<file path="src/rtl/systolic_array_ctrl_if.sv">
// Control, operand-addressing and result-handshake bundle of the systolic array sequencer.
interface systolic_array_ctrl_if #(
  parameter int unsigned DIM = 8
);
  localparam int unsigned ROW_W = $clog2(DIM);

  // Job control
  logic             start;
  logic             clear_c;
  logic             abort;
  logic             busy;
  logic             done;
  // C preload
  logic             c_wr_en;
  logic [ROW_W-1:0] c_wr_row;
  logic             c_wr_zero;
  // A/B operand streaming
  logic             ab_rd_en;
  logic [ROW_W-1:0] ab_rd_addr;
  logic             ab_feed_valid;
  logic             arr_en;
  // Result readout
  logic             c_rd_valid;
  logic [ROW_W-1:0] c_rd_row;
  logic             c_rd_ready;

  // Job requester / array datapath side
  modport master (
    output start, clear_c, abort, c_rd_ready,
    input  busy, done, c_wr_en, c_wr_row, c_wr_zero,
           ab_rd_en, ab_rd_addr, ab_feed_valid, arr_en,
           c_rd_valid, c_rd_row
  );

  // Sequencer side
  modport slave (
    input  start, clear_c, abort, c_rd_ready,
    output busy, done, c_wr_en, c_wr_row, c_wr_zero,
           ab_rd_en, ab_rd_addr, ab_feed_valid, arr_en,
           c_rd_valid, c_rd_row
  );
endinterface

</file>
<file path="src/rtl/systolic_array_ctrl.sv">
// Sequencer for a DIM x DIM tpumac systolic array: C preload, A/B streaming
// with diagonal skew drain, and ready/valid readout of the result rows.
module systolic_array_ctrl #(
  parameter int unsigned DIM = 8
) (
  input logic                 clk,
  input logic                 rst_n,
  systolic_array_ctrl_if.slave bus
);
  localparam int unsigned ROW_W = $clog2(DIM);
  // COMPUTE counts up to 3*DIM-2, wider than a row index
  localparam int unsigned CNT_W = $clog2(3 * DIM);

  localparam logic [CNT_W-1:0] CNT_ONE  = CNT_W'(1);
  localparam logic [CNT_W-1:0] N_CNT    = CNT_W'(DIM);
  localparam logic [CNT_W-1:0] LAST_ROW = CNT_W'(DIM - 1);
  localparam logic [CNT_W-1:0] LAST_T   = CNT_W'(3 * DIM - 2);

  typedef enum logic [2:0] {
    IDLE    = 3'd0,
    LOAD_C  = 3'd1,
    COMPUTE = 3'd2,
    READ    = 3'd3,
    DONE    = 3'd4
  } state_e;

  typedef struct packed {
    logic             busy;
    logic             done;
    logic             c_wr_en;
    logic [ROW_W-1:0] c_wr_row;
    logic             c_wr_zero;
    logic             ab_rd_en;
    logic [ROW_W-1:0] ab_rd_addr;
    logic             ab_feed_valid;
    logic             arr_en;
    logic             c_rd_valid;
    logic [ROW_W-1:0] c_rd_row;
  } ctrl_out_t;

  state_e           state_q, state_n;
  logic [CNT_W-1:0] cnt_q, cnt_n;
  logic             clr_q, clr_n;
  ctrl_out_t        out_q, out_n;
  logic             rd_hs;

  // A result row is consumed when the registered valid meets ready
  assign rd_hs = out_q.c_rd_valid && bus.c_rd_ready;

  // State register, phase counter, latched clear_c and registered outputs
  always_ff @(posedge clk) begin
    if (!rst_n) begin
      state_q <= IDLE;
      cnt_q   <= '0;
      clr_q   <= 1'b0;
      out_q   <= '0;
    end else begin
      state_q <= state_n;
      cnt_q   <= cnt_n;
      clr_q   <= clr_n;
      out_q   <= out_n;
    end
  end

  // Next state and counter; the counter restarts at zero on every state entry
  always_comb begin
    state_n = state_q;
    cnt_n   = cnt_q;
    clr_n   = clr_q;
    unique case (state_q)
      IDLE: begin
        if (bus.start && !bus.abort) begin
          state_n = LOAD_C;
          cnt_n   = '0;
          clr_n   = bus.clear_c;
        end
      end
      LOAD_C: begin
        if (cnt_q == LAST_ROW) begin
          state_n = COMPUTE;
          cnt_n   = '0;
        end else begin
          cnt_n = cnt_q + CNT_ONE;
        end
      end
      COMPUTE: begin
        if (cnt_q == LAST_T) begin
          state_n = READ;
          cnt_n   = '0;
        end else begin
          cnt_n = cnt_q + CNT_ONE;
        end
      end
      READ: begin
        if (rd_hs) begin
          if (cnt_q == LAST_ROW) begin
            state_n = DONE;
            cnt_n   = '0;
          end else begin
            cnt_n = cnt_q + CNT_ONE;
          end
        end
      end
      DONE: begin
        state_n = IDLE;
        cnt_n   = '0;
      end
      default: begin
        state_n = IDLE;
        cnt_n   = '0;
      end
    endcase
    // Abort wins over any progress outside IDLE
    if ((state_q != IDLE) && bus.abort) begin
      state_n = IDLE;
      cnt_n   = '0;
    end
  end

  // Output decode of the upcoming state so every pin is registered in step with the state
  always_comb begin
    out_n      = '0;
    out_n.busy = (state_n != IDLE);
    unique case (state_n)
      LOAD_C: begin
        out_n.c_wr_en   = 1'b1;
        out_n.c_wr_row  = ROW_W'(cnt_n);
        out_n.c_wr_zero = clr_n;
      end
      COMPUTE: begin
        // Operand reads for t < N; data lands one cycle later; en drains the skew
        out_n.ab_rd_en      = (cnt_n < N_CNT);
        out_n.ab_rd_addr    = (cnt_n < N_CNT) ? ROW_W'(cnt_n) : '0;
        out_n.ab_feed_valid = (cnt_n >= CNT_ONE) && (cnt_n <= N_CNT);
        out_n.arr_en        = (cnt_n >= CNT_ONE);
      end
      READ: begin
        out_n.c_rd_valid = 1'b1;
        out_n.c_rd_row   = ROW_W'(cnt_n);
      end
      DONE: begin
        out_n.done = 1'b1;
      end
      default: begin
        out_n.busy = 1'b0;
      end
    endcase
  end

  assign bus.busy          = out_q.busy;
  assign bus.done          = out_q.done;
  assign bus.c_wr_en       = out_q.c_wr_en;
  assign bus.c_wr_row      = out_q.c_wr_row;
  assign bus.c_wr_zero     = out_q.c_wr_zero;
  assign bus.ab_rd_en      = out_q.ab_rd_en;
  assign bus.ab_rd_addr    = out_q.ab_rd_addr;
  assign bus.ab_feed_valid = out_q.ab_feed_valid;
  assign bus.arr_en        = out_q.arr_en;
  assign bus.c_rd_valid    = out_q.c_rd_valid;
  assign bus.c_rd_row      = out_q.c_rd_row;

  // Preload writes and accumulation must never collide in a PE
  a_wr_vs_en: assert property (@(posedge clk) disable iff (!rst_n)
    !(out_q.c_wr_en && out_q.arr_en));

  // Operand buffers are only addressed while the array is computing
  a_rd_in_compute: assert property (@(posedge clk) disable iff (!rst_n)
    out_q.ab_rd_en |-> (state_q == COMPUTE));

  // busy mirrors the FSM being away from IDLE
  a_busy_state: assert property (@(posedge clk) disable iff (!rst_n)
    out_q.busy == (state_q != IDLE));

  // done is a single-cycle pulse
  a_done_pulse: assert property (@(posedge clk) disable iff (!rst_n)
    out_q.done |=> !out_q.done);
endmodule

</file>
<file path="src/flat_wrapper.sv">
// flat-port wrapper written by rule: the top's interface ports become plain ports
module systolic_array_ctrl_flat 
#(
  parameter int unsigned DIM = 8
)
  (clk, rst_n, bus_start, bus_clear_c, bus_abort, bus_c_rd_ready, bus_busy, bus_done, bus_c_wr_en, bus_c_wr_row, bus_c_wr_zero, bus_ab_rd_en, bus_ab_rd_addr, bus_ab_feed_valid, bus_arr_en, bus_c_rd_valid, bus_c_rd_row);
  systolic_array_ctrl_if #(.DIM(DIM)) bus_i ();
  input logic clk;
  input logic rst_n;
  input wire logic [$bits(bus_i.start)-1:0] bus_start;
  input wire logic [$bits(bus_i.clear_c)-1:0] bus_clear_c;
  input wire logic [$bits(bus_i.abort)-1:0] bus_abort;
  input wire logic [$bits(bus_i.c_rd_ready)-1:0] bus_c_rd_ready;
  output wire logic [$bits(bus_i.busy)-1:0] bus_busy;
  output wire logic [$bits(bus_i.done)-1:0] bus_done;
  output wire logic [$bits(bus_i.c_wr_en)-1:0] bus_c_wr_en;
  output wire logic [$bits(bus_i.c_wr_row)-1:0] bus_c_wr_row;
  output wire logic [$bits(bus_i.c_wr_zero)-1:0] bus_c_wr_zero;
  output wire logic [$bits(bus_i.ab_rd_en)-1:0] bus_ab_rd_en;
  output wire logic [$bits(bus_i.ab_rd_addr)-1:0] bus_ab_rd_addr;
  output wire logic [$bits(bus_i.ab_feed_valid)-1:0] bus_ab_feed_valid;
  output wire logic [$bits(bus_i.arr_en)-1:0] bus_arr_en;
  output wire logic [$bits(bus_i.c_rd_valid)-1:0] bus_c_rd_valid;
  output wire logic [$bits(bus_i.c_rd_row)-1:0] bus_c_rd_row;
  assign bus_i.start = bus_start;
  assign bus_i.clear_c = bus_clear_c;
  assign bus_i.abort = bus_abort;
  assign bus_i.c_rd_ready = bus_c_rd_ready;
  assign bus_busy = bus_i.busy;
  assign bus_done = bus_i.done;
  assign bus_c_wr_en = bus_i.c_wr_en;
  assign bus_c_wr_row = bus_i.c_wr_row;
  assign bus_c_wr_zero = bus_i.c_wr_zero;
  assign bus_ab_rd_en = bus_i.ab_rd_en;
  assign bus_ab_rd_addr = bus_i.ab_rd_addr;
  assign bus_ab_feed_valid = bus_i.ab_feed_valid;
  assign bus_arr_en = bus_i.arr_en;
  assign bus_c_rd_valid = bus_i.c_rd_valid;
  assign bus_c_rd_row = bus_i.c_rd_row;
  systolic_array_ctrl #(.DIM(DIM)) u_core (.clk(clk), .rst_n(rst_n), .bus(bus_i));
endmodule
</file>
<file path="config.mk">
export PLATFORM = sky130hd
export DESIGN_NAME = systolic_array_ctrl_flat
export DESIGN_NICKNAME = d
export VERILOG_FILES = /design/src/rtl/systolic_array_ctrl_if.sv /design/src/rtl/systolic_array_ctrl.sv /design/src/flat_wrapper.sv
export SDC_FILE = /design/constraint.sdc
export NUM_CORES = 1
export LEC_CHECK = 0
export CAP_MARGIN = 20
export CORE_MARGIN = 5
export CORE_UTILIZATION = 45
export CTS_CLUSTER_DIAMETER = 150
export DETAILED_ROUTE_END_ITERATION = 8
export PLACE_DENSITY_LB_ADDON = 0.25
export SLEW_MARGIN = 25
export SYNTH_ARGS = -nofsm -noshare
export SYNTH_HDL_FRONTEND = slang
export SYNTH_SLANG_ARGS = --single-unit
</file>
<file path="constraint.sdc">
create_clock -name clk -period 3.6 [get_ports clk]
set_input_delay 0.54 -clock clk [delete_from_list [all_inputs] [get_ports clk]]
set_output_delay 0.54 -clock clk [all_outputs]
set_load 0.05 [all_outputs]
</file>
# After elaboration in Yosys (flattened, before gate mapping)
# Index checks and enable logic that the tools add are counted.
[classes]
add_sub_neg = 1
n_lt_le_gt_ge = 3
n_eq_ne = 9
mux = 18
reduce_logical = 14
[ops]
columns = ["cell", "n"]
rows = [
  ["5-bit two-way mux", 6],
  ["5-bit one-hot mux with 4 select lines", 1],
  ["3-bit two-way mux", 6],
  ["3-bit by 2-bit == test with 1-bit output (second input constant)", 4],
  ["3-bit one-hot mux with 4 select lines", 1],
  ["2-bit AND reduction", 4],
  ["3-bit by 1-bit == test with 1-bit output (second input constant)", 2],
  ["3-bit nonzero test", 2],
  ["5-bit by 1-bit adder with 5-bit output (second input constant)", 1],
  ["5-bit by 3-bit == test with 1-bit output (second input constant)", 1],
  ["5-bit == test (second input constant)", 1],
  ["5-bit by 1-bit greater-or-equal comparator with 1-bit output (second input constant)", 1],
  ["5-bit by 4-bit less-or-equal comparator with 1-bit output (second input constant)", 1],
  ["5-bit by 4-bit < comparator with 1-bit output (second input constant)", 1],
  ["1-bit logical AND", 4],
  ["4-bit two-way mux", 1],
  ["4-bit OR reduction", 1],
  ["3-bit == test (second input constant)", 1],
  ["3-bit logical NOT", 1],
  ["1-bit two-way mux", 3],
  ["3-bit AND reduction", 1],
  ["1-bit logical NOT", 1],
]
[word_totals]
reg_bits = 26
inputBits = 6
out_inout_bits = 17

# Logic depth before layout (Yosys ltp)
# Gate-level depths: netlist of run 1.
[depth]
depth_word = 8
depth_mapped = 8
mapped_depth_nobuf = 8

# Worst setup path before layout of run 1
# Ideal clock, no wire load.
[synth_timing]
kind = "register to register"
from = "register u_core.out_q (netlist bit u_core.bus.c_rd_valid)"
to = "register u_core.out_q (netlist bit u_core.bus.ab_feed_valid)"
setup_ps = 70
arrival_time_ps = 2054
required_time_ps = 3530
slack_ps = 1476
path_stages_with_launch = 7
path_cell_list = "dfxtp_1 and2_1 a2bb2oi_4 o22ai_1 a21o_1 or4_1 a21oi_1"
[synth_via]
elab_chain_cells = 6
elab_cells_between_ends = 12
classes_between = "order compare (2); eq/ne (1); mux (6); reduce/logical (3)"
[synth_rtl]
columns = ["item", "line_no", "source"]
rows = [
  ["start: declaration", "systolic_array_ctrl.sv:44", "ctrl_out_t out_q, out_n;"],
  ["start signal: assignment", "systolic_array_ctrl.sv:61", "out_q <= out_n;"],
  ["1-bit logical AND *", "systolic_array_ctrl.sv:48", "assign rd_hs = out_q.c_rd_valid && bus.c_rd_ready;"],
  ["5-bit two-way mux or 3-bit two-way mux (tied branches)", "systolic_array_ctrl.sv:95", "if (rd_hs) begin"],
  ["5-bit one-hot mux with 4 select lines or 3-bit one-hot mux with 4 select lines (tied branches)", "systolic_array_ctrl.sv:70", "unique case (state_q)"],
  ["5-bit two-way mux or 3-bit two-way mux (tied branches)", "systolic_array_ctrl.sv:114", "if ((state_q != IDLE) && bus.abort) begin"],
  ["5-bit by 1-bit greater-or-equal comparator with 1-bit output (tied with other cells)", "systolic_array_ctrl.sv:134", "out_n.ab_feed_valid = (cnt_n >= CNT_ONE) && (cnt_n <= N_CNT);"],
  ["1-bit logical AND or 2-bit AND reduction (tied branches)", "--", ""],
]
# Mark *: on every way between the ends. The rest lies on a longest branch, timed or not.
# A chain may end at the register's enable or synchronous reset.

# Worst setup path after layout of run 1
[layout_timing]
from = "register u_core.cnt_q[0]"
to = "register u_core.out_q (netlist bit u_core.bus.ab_feed_valid)"
[layout_via]
elab_chain_cells = 7
elab_cells_between_ends = 20
classes_between = "add/sub (1); order compare (2); eq/ne (3); mux (12); reduce/logical (2)"
[layout_rtl]
columns = ["item", "line_no", "source"]
rows = [
  ["start: declaration", "systolic_array_ctrl.sv:42", "logic [CNT_W-1:0] cnt_q, cnt_n;"],
  ["start signal: assignment", "systolic_array_ctrl.sv:59", "cnt_q <= cnt_n;"],
  ["5-bit by 1-bit adder with 5-bit output or 5-bit by 3-bit == test with 1-bit output (tied branches)", "--", ""],
  ["5-bit two-way mux or 3-bit two-way mux (tied branches)", "systolic_array_ctrl.sv:79, systolic_array_ctrl.sv:96", ""],
  ["5-bit two-way mux or 3-bit two-way mux (tied branches)", "systolic_array_ctrl.sv:95", ""],
  ["5-bit one-hot mux with 4 select lines or 3-bit one-hot mux with 4 select lines (tied branches)", "systolic_array_ctrl.sv:70", ""],
  ["5-bit two-way mux or 3-bit two-way mux (tied branches)", "systolic_array_ctrl.sv:114", ""],
  ["5-bit by 1-bit greater-or-equal comparator with 1-bit output (tied with other cells)", "systolic_array_ctrl.sv:134", ""],
  ["1-bit logical AND or 2-bit AND reduction (tied branches)", "--", ""],
]
# Parallel ways exist; a longest one is shown, timed or not.

==> run summary, run 1 <==
outcome - finished, final reports clean
Netlist Area Pre-Place - 0.00110 mm²
endpoint class of the critical path - register
Starting Density - 48.2%
Avg Inst Size Synth - 8.91 µm²
Compound-Gate Fraction of Synth Area - 19.3%
Longest Clk Path Bufs - 2
Post-synth EDFFs - 0
delay of the slowest critical-path stage - 530 ps
die area - 0.00352 mm²
hpwl dp - 1850 µm
global route overflow - 0
mux cell area share after synthesis - 0.913%
kind of critical path - register to register
Clock Skew - 10.8 ps
RSZ-0062 raised after global routing - false
IO Count - 23
clock-pin slew on the worst setup and hold paths - 140 ps
clock sink count - 26
period utilisation layout - 64.8%
CTS Hold Bufs - 0
Peak supply drop - 0.285 mV
PD cells - 394 mW/mm²
Hold WS - 534 ps
vias in the first global route - 871
maxcap violations - 0
post-cts sizing count - 0
first-pass GRT wire length - 3820 µm
top cell type's share of synthesized area - 47.5%
share of post-route cells with drive strength above 1 - 6.85%
Clk Latency, worst-skew pair - 320 ps
DR DRC count - 0
WP data arrival - 2580 ps
Buffers on Ports - 22
nets - 155
Seq. cell area - 520 µm²
Core Region - 0.00228 mm²
via count - 947
top_reg_cell synth - dfxtp_1
overall routed net length - 2390 µm
1st-iter DRT viols - 34
DP Area - 0.00134 mm²
largest net degree at the start of global routing - 18
Pins Over Slew Limit - 0
adder-cell share of the synthesized area - 2.28%
Yosys reg bits - 26
r2r setup slk - 1270 ps
vias per cell - 5.44
die height - 59.4 µm
CP max FO - 6
relative slew slack - 59.3%
Post-synth ARST share - 0%
cell with the biggest individual delay on the critical path - or4_1
cell taking the most area after synthesis - dfxtp_1
CP startpoint kind - register
Final Hold Viols - 0
initial antenna violation count - 0
die width - 59.4 µm
syn nets - 131
CTS tree - built
final setup fails - 0
Routed Antenna Nets - 0
H-tree levels - 1
post-synthesis xor/xnor area fraction - 1.60%
Yosys Warn Count - 0
Final min period - 2330 ps
Highest Clock Rate - 429 MHz
simple-gate area share of the yosys netlist - 24.4%
HP Class - register to register
total power draw - 0.547 mW
largest family of logic cells by synthesized area - simple AND/OR/NAND/NOR gates
wire per inst - 13.7 µm
gpl congestion - 0.841
WP data required - 3850 ps
All-Layer GR Usage - 14.0%
Post-CTS Setup Inserts - 0
FP Rows - 17
final instance area - 0.00139 mm²
slew of the pin with the lowest slew margin - 605 ps
critical-path cell list - ha_1 > nand4bb_1 > a32oi_1 > a311o_2 > o31ai_1 > or4_1 > a21oi_1
Seq/Total Area, Yosys - 47.5%
Cells after DPL - 170
Area Overhead vs Synth - 26.8%
Final Non-Filler Cells - 174
Leak Pwr - 0.518 nW
n_diodes - 0
setup TNS - 0 ps
DR pass1 iterations - 4
clk root buf - clkbuf_4
Yosys cell types - 39
number of fill cells - 205
cells after synthesis - 123
largest cells by area after synthesis - dfxtp_1 47%, nor2_1 7.9%, nor3_1 3.7%
multi-input combinational cell area - 532 µm²
Num CTS Buffers - 3
-- layout by cell type, fill, tap and decap left out, drive strengths merged, types with 3 or more instances in the layout --
cell,count
a21oi,7
clkbuf,3
clkdlybuf4s50,22
dfxtp,26
inv,8
nand2,5
nand3,4
nor2,23
nor3,8
o21ai,5
-- path summary, 6_finish.rpt --
kind                              startpoint  cells past startpoint                             endpoint
setup / recovery  u_core.cnt_q[0]$_SDFF_PN0_                      7  u_core.bus.ab_feed_valid$_SDFF_PN0_
hold / removal       u_core.clr_q$_SDFF_PN0_                      2              u_core.clr_q$_SDFF_PN0_
hold reg to reg      u_core.clr_q$_SDFF_PN0_                      2              u_core.clr_q$_SDFF_PN0_
setup reg to reg  u_core.cnt_q[0]$_SDFF_PN0_                      7  u_core.bus.ab_feed_valid$_SDFF_PN0_
-- where the power goes --
part / internal, mW / total [mW] / switching, mW
Combinational: 0.0202 / 0.0533 / 0.0331
Sequential: 0.293 / 0.297 / 0.00450
Clock: 0.113 / 0.197 / 0.0843
-- metrics by stage --
| step | utilization, % | setup WS (ps) |
|---|---|---|
| 2_1_floorplan | - | 1480 |
| 3_3_place_gp | 58.8 | 1060 |
| 3_5_place_dp | 58.8 | 984 |
| 4_1_cts | 61.1 | 1290 |
| 5_1_grt | 61.1 | 1170 |
| 6_report | 61.1 | 1270 |
-- metal layers --
layer / GRT usage [%] / vias up / wire, µm
met5: 0 / - / 0
met4: 2.91 / 0 / 17
met3: 4.36 / 2 / 156
met2: 22.8 / 32 / 1140
met1: 18.1 / 436 / 1070
li1: - / 477 / -
-- logic make-up (layout without fill, tap and decap cells) --
group	count (synthesis)	in the layout
xor+xnor	2	2
simple gates	53	53
compound gates	28	28
flops	26	26
buf+inv	11	34
fa+ha+maj	2	2
mux	1	1
-- state kept, by name, summed over array words and instances, names as in the netlist, 3 cells and up --
| register | cells |
|---|---|
| u_core.bus.c_wr_row | 3 |
| u_core.state_q | 3 |
| u_core.cnt_q | 5 |
| u_core.bus.c_rd_row | 3 |
| u_core.bus.ab_rd_addr | 3 |
-- critical path, delay by kind of cell (launching register included) --
kind,cells,cell delay (ps)
AOI/OAI and AO/OA,4,850
adders and majority gates,1,290
DFF,1,450
and+or+nand+nor,2,670
-- cell type report --
class / instances / share of cell area (%)
clock buffers: 3 / 1.62
clock inverters: 1 / 2.16
inverters: 8 / 2.16
multi-input cells: 86 / 38.3
flip-flops and latches: 26 / 37.4
well taps: 28 / 2.52
repair buffers: 22 / 15.8
-- cells in the mapped netlist, types with 2 or more instances --
cell type / count
dfxtp_1: 26
nor2_1: 23
inv_1: 8
nor3_1: 8
a21oi_1: 7
nand2_1: 5
o21ai_0: 5
nand3_1: 4
a21boi_0: 2
a21o_1: 2
buf_2: 2
ha_1: 2
nand2b_1: 2
o22ai_1: 2
(Power assumes the default switching activity.)
==> run 2: changes to the inputs <==
Settings changed: CORE_UTILIZATION 45 to 44.
Clock period 3.6 ns to 2 ns, I/O delays scaled along.
==> run summary, run 2 (same netlist as run 1, synthesis figures left out) <==
Longest Clk Path Bufs - 2 (unchanged)
period utilisation layout - 101% (+36 points)
vias per cell - 5.09 (-6.5%)
die height - 59.9 µm (+0.94%)
Routed Antenna Nets - 0 (unchanged)
initial antenna violation count - 0 (unchanged)
final setup fails - 1 (+1)
path depth of the worst reg2reg path - 8 (+1)
critical-path cell list - inv_2 > ha_4 > nand4b_1 > a22oi_2 > o22ai_1 > a21o_1 > or4_4 > a21oi_2
DR pass1 iterations - 4 (unchanged)
endpoint class of the critical path - register
cell with the biggest individual delay on the critical path - or4_4
number of fill cells - 195 (-4.9%)
relative slew slack - 66.0% (+6.7 points)
Pins Over Slew Limit - 0 (unchanged)
Core Region - 0.00243 mm² (+6.9%)
Final min period - 2020 ps (-309 ps)
FP Rows - 18 (+1)
Area Overhead vs Synth - 49.5%
Final Non-Filler Cells - 204 (+17%)
Hold Path Depth - 2 (unchanged)
WP data arrival - 2290 ps (-290 ps)
global route overflow - 0 (unchanged)
first-pass GRT wire length - 4640 µm (+21%)
violated checks - negative setup slack
CP max FO - 4 (-2)
Highest Clock Rate - 494 MHz (+15%)
hpwl dp - 2140 µm (+16%)
nets - 183 (+18%)
share of post-route cells with drive strength above 1 - 27.0% (+20 points)
HP Class - register to register
gpl congestion - 0.860 (+2.2%)
1st-iter DRT viols - 16 (-53%)
Hold WS - 510 ps (-23.8 ps)
most common cell after layout, fill and taps aside - buf_4
Peak supply drop - 0.570 mV (+100%)
wire per inst - 13.4 µm (-2.3%)
Clock Skew - 5.82 ps (-4.99 ps)
largest net degree at the start of global routing - 16 (-2)
slew of the pin with the lowest slew margin - 509 ps (-96.7 ps)
die area - 0.00359 mm² (+1.9%)
Final Hold Viols - 0 (unchanged)
total power draw - 1.03 mW (+89%)
PD cells - 630 mW/mm² (+60%)
clock-pin slew on the worst setup and hold paths - 140 ps (about the same)
die width - 59.9 µm (+0.94%)
H-tree levels - 1 (unchanged)
DR DRC count - 0 (unchanged)
most frequent cells in the layout - 28 x buf_4, 23 x nor2_1, 23 x dfxtp_1, 22 x clkdlybuf4s50_1, 8 x nor3_1
RSZ-0062 raised after global routing - true
via count - 1038 (+9.6%)
vias in the first global route - 1092 (+25%)
kind of critical path - register to register
Largest register FFs - 5 (unchanged)
Cells after DPL - 199 (+17%)
final worst setup slack - -22.8 ps (-1290 ps)
Leak Pwr - 0.662 nW (+28%)
Starting Density - 45.1% (-3.1 points)
clock sink count - 26 (unchanged)
Clk Latency, worst-skew pair - 320 ps (about the same)
delay of the slowest critical-path stage - 530 ps (about the same)
outcome - complete, but fails checks
Num CTS Buffers - 3 (unchanged)
maxcap violations - 0 (unchanged)
overall routed net length - 2730 µm (+15%)
CP startpoint kind - register
Buffers on Ports - 22 (unchanged)
IO Count - 23 (unchanged)
n_diodes - 0 (unchanged)
CTS tree - built
clk root buf - clkbuf_4
largest reg by FF count - u_core.cnt_q
WP data required - 2270 ps (-1580 ps)
All-Layer GR Usage - 16.9% (+2.9 points)
Util after Layout - 67.4% (+6.3 points)
CTS Hold Bufs - 0 (unchanged)
-- run 2: critical path: cells and delay by family, from the launching register on --
family | cells | cell delay [ps]
AOI/OAI and AO/OA | 4 | 710
adders and majority gates | 1 | 130
DFF | 1 | 360
buffers and inverters | 1 | 70
and+or+nand+nor | 2 | 700
-- run 2: power by group --
| part | leakage, nW | total (mW) | switching, mW | internal (mW) |
|---|---|---|---|---|
| Sequential | 0.212 | 0.534 | 0.00708 | 0.527 |
| Clock | 0.0279 | 0.359 | 0.157 | 0.202 |
| Combinational | 0.422 | 0.140 | 0.0702 | 0.0693 |
-- run 2: what timing repair did --
| action | in CTS | in global routing |
|---|---|---|
| gates resized for setup | 4 | 6 |
| cloned | 0 | 0 |
| buffers inserted | 0 | 1 |
| endpoints found under the setup margin | 2 | 11 |
| pin swaps | 4 | 2 |
-- run 2: area by class of cell --
cell class | instances | area (µm²) | share of cell area [%]
Timing Repair Buffer | 50 | 430 | 26.3
Multi-Input combinational cell | 86 | 564 | 34.4
Clock inverter | 1 | 30.0 | 1.83
Clock buffer | 3 | 22.5 | 1.37
Tap cell | 30 | 37.5 | 2.29
Sequential cell | 26 | 524 | 32.0
Inverter | 8 | 30.0 | 1.83
-- run 2: through the flow --
step | cell area, µm² | TNS (ps) | setup slack [ps]
6_report | 1640 | -22.8 | -22.8
5_1_grt | 1640 | -990 | -133
4_1_cts | 1610 | -8.10 | -8.10
3_5_place_dp | 1540 | -1070 | -218
3_3_place_gp | 1540 | -784 | -169
2_1_floorplan | 1100 | 0 | 38.3
-- run 2: path summary, 6_finish.rpt --
path                                                  from                                  end  slack, ps
worst max-delay path            u_core.cnt_q[0]$_SDFF_PN0_  u_core.bus.ab_feed_valid$_SDFF_PN0_        -20
worst min-delay path               u_core.clr_q$_SDFF_PN0_              u_core.clr_q$_SDFF_PN0_        510
worst max register to register  u_core.cnt_q[0]$_SDFF_PN0_  u_core.bus.ab_feed_valid$_SDFF_PN0_        -20
worst min register to register     u_core.clr_q$_SDFF_PN0_              u_core.clr_q$_SDFF_PN0_        510
-- run 2: metal layers --
layer  share of wire [%]  up-vias  track usage (%)
li1                    -      535                -
met1                  45      481             20.3
met2                  48       18             28.1
met3                 6.7        4             5.83
met4                0.95        0             5.06
met5                   0        -                0
